### config.mk
export PLATFORM = sky130hd
export DESIGN_NAME = pipe_share_arbiter
export DESIGN_NICKNAME = d
export VERILOG_FILES = /design/src/rtl/pipe_share_arbiter.sv
export SDC_FILE = /design/constraint.sdc
export NUM_CORES = 1
export LEC_CHECK = 0
export ABC_AREA = 1
export ABC_CLOCK_PERIOD_IN_PS = 2260
export BUFFER_PORTS_ARGS = -buffer_cell sky130_fd_sc_hd__buf_4
export CAP_MARGIN = 15
export CORE_AREA = 2 2 56 58
export CTS_CLUSTER_SIZE = 24
export DETAILED_ROUTE_END_ITERATION = 8
export DIE_AREA = 0 0 58 60
export GPL_TIMING_DRIVEN = 0
export PLACE_DENSITY = 0.82
export SLEW_MARGIN = 15
export SYNTH_ARGS = -nofsm -noshare
export SYNTH_HDL_FRONTEND = slang
export SYNTH_SLANG_ARGS = --single-unit
### constraint.sdc
create_clock -name clk -period 2.26 [get_ports clk]
set_clock_uncertainty 0.2 [all_clocks]
set_input_delay 0.226 -clock clk [delete_from_list [all_inputs] [get_ports clk]]
set_output_delay 0.226 -clock clk [all_outputs]
set_load 0.02 [all_outputs]
### src/rtl/pipe_share_arbiter.sv
// pipe_share_arbiter: shares one fixed-latency, non-stallable shift-register
// pipeline between two valid/ready requesters. The granted word is registered
// onto the pipeline input. A per-word owner tag travels alongside the pipeline
// so that each result can be steered back to the requester that issued it.
// The block also sequences a post-reset flush and a drain-to-idle phase.
//
// Build option: define PIPE_SHARE_FIXED_PRIO_EN to make requester 0 always win
// when both requesters are valid. By default the two requesters alternate
// (round-robin).
module pipe_share_arbiter #(
  parameter int unsigned       DATA_W       = 8,
  parameter int unsigned       PIPE_LATENCY = 4,
  parameter logic [DATA_W-1:0] IDLE_DATA    = '0
) (
  input  logic                              clk,
  input  logic                              reset,
  input  logic                              req0_valid,
  input  logic [DATA_W-1:0]                 req0_data,
  output logic                              req0_ready,
  input  logic                              req1_valid,
  input  logic [DATA_W-1:0]                 req1_data,
  output logic                              req1_ready,
  input  logic                              drain_req,
  output logic [DATA_W-1:0]                 pipe_data_in,
  input  logic [DATA_W-1:0]                 pipe_data_out,
  output logic                              rsp0_valid,
  output logic [DATA_W-1:0]                 rsp0_data,
  output logic                              rsp1_valid,
  output logic [DATA_W-1:0]                 rsp1_data,
  output logic [$clog2(PIPE_LATENCY+2)-1:0] inflight,
  output logic                              idle
);

  localparam int unsigned IW = $clog2(PIPE_LATENCY + 2);
  localparam int unsigned FW = (PIPE_LATENCY > 1) ? $clog2(PIPE_LATENCY) : 1;

  localparam logic [1:0] ST_FLUSH   = 2'd0;
  localparam logic [1:0] ST_RUN     = 2'd1;
  localparam logic [1:0] ST_DRAIN   = 2'd2;
  localparam logic [1:0] ST_DRAINED = 2'd3;

  logic [1:0]              state_q;
  logic [1:0]              state_d;
  logic [FW-1:0]           flush_cnt_q;
  logic [IW-1:0]           inflight_q;
  logic [PIPE_LATENCY:0]   tag_valid_q;
  logic [PIPE_LATENCY:0]   tag_id_q;
  logic [DATA_W-1:0]       pipe_data_q;

  logic                    arb_en;
  logic                    gnt0;
  logic                    gnt1;
  logic                    accept;
  logic                    win_id;
  logic [DATA_W-1:0]       win_data;
  logic                    rsp_any;
  logic                    rsp_id;

`ifndef PIPE_SHARE_FIXED_PRIO_EN
  logic                    last_grant_q;
`endif

  // Grants are only offered while running and no drain is requested. Reset
  // also masks them, because the state register is not updated until the
  // reset edge.
  assign arb_en = (state_q == ST_RUN) && !drain_req && !reset;

  // Two-requester arbitration: at most one grant per cycle
  always_comb begin
    gnt0 = 1'b0;
    gnt1 = 1'b0;
    if (arb_en) begin
`ifdef PIPE_SHARE_FIXED_PRIO_EN
      gnt0 = req0_valid;
      gnt1 = req1_valid && !req0_valid;
`else
      if (req0_valid && req1_valid) begin
        gnt0 = last_grant_q;
        gnt1 = !last_grant_q;
      end else begin
        gnt0 = req0_valid;
        gnt1 = req1_valid;
      end
`endif
    end
  end

  assign req0_ready = gnt0;
  assign req1_ready = gnt1;
  assign accept     = gnt0 || gnt1;
  assign win_id     = gnt1;
  assign win_data   = gnt1 ? req1_data : req0_data;

  // The oldest tag describes the word currently on pipe_data_out
  assign rsp_any    = tag_valid_q[PIPE_LATENCY] && !reset;
  assign rsp_id     = tag_id_q[PIPE_LATENCY];
  assign rsp0_valid = rsp_any && !rsp_id;
  assign rsp1_valid = rsp_any && rsp_id;
  assign rsp0_data  = pipe_data_out;
  assign rsp1_data  = pipe_data_out;

  assign pipe_data_in = pipe_data_q;
  assign inflight     = inflight_q;
  assign idle         = (state_q == ST_DRAINED) && !reset;

  // Next-state logic for the flush / run / drain sequencing
  always_comb begin
    state_d = state_q;
    unique case (state_q)
      ST_FLUSH:   if (flush_cnt_q == FW'(PIPE_LATENCY - 1)) state_d = ST_RUN;
      ST_RUN:     if (drain_req) state_d = ST_DRAIN;
      ST_DRAIN:   if (inflight_q == '0) state_d = ST_DRAINED;
      ST_DRAINED: if (!drain_req) state_d = ST_RUN;
      default:    state_d = ST_FLUSH;
    endcase
  end

  // State register and flush counter
  always_ff @(posedge clk) begin
    if (reset) begin
      state_q     <= ST_FLUSH;
      flush_cnt_q <= '0;
    end else begin
      state_q <= state_d;
      if (state_q == ST_FLUSH) flush_cnt_q <= flush_cnt_q + FW'(1);
    end
  end

`ifndef PIPE_SHARE_FIXED_PRIO_EN
  // Round-robin history: records the id of the most recent accept
  always_ff @(posedge clk) begin
    if (reset) last_grant_q <= 1'b1;
    else if (accept) last_grant_q <= win_id;
  end
`endif

  // Issue register plus the owner-tag shift chain, which runs alongside the
  // pipeline
  always_ff @(posedge clk) begin
    if (reset) begin
      pipe_data_q <= IDLE_DATA;
      tag_valid_q <= '0;
      tag_id_q    <= '0;
    end else begin
      pipe_data_q <= accept ? win_data : IDLE_DATA;
      if (PIPE_LATENCY > 0) begin
        tag_valid_q <= {tag_valid_q[PIPE_LATENCY-1:0], accept};
        tag_id_q    <= {tag_id_q[PIPE_LATENCY-1:0], accept && win_id};
      end
    end
  end

  // In-flight count: up on accept, down on response, no change if both happen
  always_ff @(posedge clk) begin
    if (reset) begin
      inflight_q <= '0;
    end else begin
      unique case ({accept, rsp_any})
        2'b10:   inflight_q <= inflight_q + IW'(1);
        2'b01:   inflight_q <= inflight_q - IW'(1);
        default: inflight_q <= inflight_q;
      endcase
    end
  end

endmodule

==> results_dict.tcl <==
set metrics [dict create \
    status "finished clean" \
    ys_seq_area_frac 0.435 \
    syn_to_final_growth_pct 57.2 \
    power.leakage_nw 0.955 \
    min_path_type "in -> reg" \
    num_rows 20 \
    cp.required_ps 2290 \
    fin_tns_setup_ps 0 \
    port_buffers 52 \
    grt_max_degree 16 \
    dieArea_um2 3480 \
    rsz0062_at_grt "true" \
    cp-start-kind "flop" \
    clk_pin_slew_ps 140 \
    synthesis.nets 192 \
    drc 0 \
    layout-drive-gt1-share 0.355 \
    report.final.hold_viol_count 0 \
    grt_util_all_layers 0.150 \
    ys_warn_count 0 \
    ys_types 19 \
    layout_setup_ws_ps 121 \
    grt.overflow.total 0 \
    path_cells "inv_1, ha_2, nand2_1, nor2_2, nand2_2, buf_6, o21ai_1, nor2_1, dlygate4sd3_1" \
    final.fill_count 246 \
    core-area_um2 2900 \
    dp_slack_ps 104 \
    power_density_nw_per_um2 687 \
    die_h_um 60 \
    arrival_ps 2170 \
    grt_first_pass_wirelength_um 3980 \
    max_stage_delay_ps 550 \
    finalSetupViolCount 0 \
    cts_root_buffer "clkbuf_4" \
    cts_buffers 3 \
    syn_avg_cell_area_um2 7.67 \
    min_period_ps 2140 \
    fmax_mhz 467 \
    cp_slowest_cell "dlygate4sd3_1" \
    synthCells 156 \
    wirelength_um 2710 \
    worst_slew_pin_slew_ps 410 \
    wl_per_cell_um 10.3 \
    synth_seq_cells 26 \
    drv_cap 0 \
    multi_input_area_um2 450 \
    place_congestion 0.721 \
    die_w_um 58 \
    clock-sinks 26 \
    maxSlewViolCount 0 \
    path_class "reg -> reg" \
    start_util 0.412 \
    crit_fanout 10 \
    antenna_found_initial 0 \
    cts_max_level 1 \
    cp-end-kind "flop" \
    nets 268 \
    place_hpwl_um 1750 \
    vias 1156 \
    insertedDiodeCount 0 \
    ir_drop_mv 0.546 \
    cts_tree "yes" \
    seq_area_um2 522 \
    grt_pass1_vias 1009 \
    drt_iter0_markers 22 \
    drtAntennaViolNets 0 \
    clockBufferDepth 2 \
    syn_area_um2 1200 \
    worst_slew_margin_rel 0.727 \
    drtPass1Iterations 4 \
    clkLatencyLatePin_ps 320 \
    finalCritPeriodShare 0.946 \
    vias_per_cell 4.38 \
    ioPinCount 61 \
]
critical path, delay by kind of cell (launching register included):
family	cells	cell delay, ps
buf+inv	3	770
flops	1	360
simple gates	4	360
fa+ha+maj	1	200
compound gates	1	140
state kept, by name, summed over array words and instances (netlist names):
name / flops
flush_cnt_q: 2
last_grant_q: 1
tag_id_q: 5
tag_valid_q: 5
inflight: 3
pipe_data_in: 8
state_q: 2
layout by cell type (no fill, tap or decap):
| cell | count |
|---|---|
| inv_1 | 24 |
| inv_2 | 1 |
| a21oi_4 | 1 |
| nand2_1 | 13 |
| and3_1 | 1 |
| o21ai_1 | 4 |
| nand3_2 | 1 |
| ha_2 | 1 |
| clkbuf_1 | 1 |
| clkinvlp_4 | 1 |
| clkbuf_4 | 3 |
| dfxtp_1 | 25 |
| fa_1 | 1 |
| buf_6 | 1 |
| xnor2_1 | 1 |
| bufinv_16 | 1 |
| nand3_1 | 3 |
| o21ai_0 | 7 |
| ha_1 | 5 |
| nor3_1 | 1 |
| a21oi_1 | 5 |
| dlygate4sd3_1 | 18 |
| buf_4 | 69 |
| nor2_2 | 1 |
| nand2_2 | 1 |
| nor2_1 | 40 |
| dfxtp_2 | 1 |
layout make-up:
| type | count | share of cell area |
|---|---|---|
| clock buffers | 3 | 0.0120 |
| repair buffers | 71 | 0.307 |
| inverters | 26 | 0.0539 |
| well taps | 33 | 0.0220 |
| clock inverters | 1 | 0.0160 |
| plain buffers | 18 | 0.0719 |
| multi-input cells | 86 | 0.240 |
| flip-flops and latches | 26 | 0.277 |
Yosys cell counts:
library cell / count / area share
nor2_1: 41 / 0.13
dfxtp_1: 26 / 0.44
inv_1: 24 / 0.075
buf_4: 16 / 0.10
nand2_1: 14 / 0.044
o21ai_0: 11 / 0.046
ha_1: 6 / 0.063
a21oi_1: 5 / 0.021
nand3_1: 3 / 0.013
a21oi_4: 1 / 0.014
and3_1: 1 / 0.0052
buf_6: 1 / 0.0094
clkbuf_1: 1 / 0.0031
clkinv_1: 1 / 0.0031
fa_1: 1 / 0.017
inv_2: 1 / 0.0031
nand3_2: 1 / 0.0084
nor3_1: 1 / 0.0042
xnor2_1: 1 / 0.0073
cells by family (layout without fill, tap and decap cells):
kind of cell	Yosys count	after routing	share of synthesized area
compound gates	17	17	0.0805
buf+inv	44	119	0.195
xor+xnor	1	1	0.00732
simple gates	61	61	0.203
fa+ha+maj	7	7	0.0795
flops	26	26	0.435
final timing paths:
kind,depth (start not counted),slack [ps],startpoint,end
worst min register to register,2,210,tag_id_q[0],tag_id_q[1]
worst max register to register,9,120,state_q[1],pipe_data_in[5]
worst min-delay path,3,20,reset,last_grant_q
worst max-delay path,9,120,state_q[1],pipe_data_in[5]
metal layers:
metal,part of all wire,routed length [um],GRT usage,vias up
met5,0,0,0,-
met4,0.014,39,0.0299,0
met3,0.087,235,0.0649,5
met2,0.52,1420,0.286,44
met1,0.38,1020,0.150,502
li1,-,-,-,605
power breakdown:
group          internal, W  switching, W  total (W)
clock network     0.000179      0.000137   0.000317
logic             0.000206      0.000221   0.000427
registers         0.000512     0.0000348   0.000547
timing repair:
| item | in CTS | in global routing |
|---|---|---|
| hold buffers | 18 | 0 |
| resized for setup | 0 | 9 |
| setup endpoints to repair | 0 | 10 |
| setup buffers | 0 | 1 |
| hold endpoints to repair | 10 | 0 |
per-stage QoR:
stage / hold WS (ps) / area (um2) / total power (W) / util / cells
3_3_place_gp: 189 / 1630 / 0.000931 / 0.561 / 241
2_1_floorplan: 97.2 / 1200 / 0.000830 / - / 156
3_5_place_dp: 196 / 1630 / 0.000942 / 0.561 / 241
4_1_cts: 3.01 / 1860 / 0.00128 / 0.641 / 263
5_1_grt: 29.0 / 1880 / 0.00137 / 0.648 / 264
6_report: 23.6 / 1880 / 0.00129 / 0.648 / 264
(Power assumes the default switching activity.)
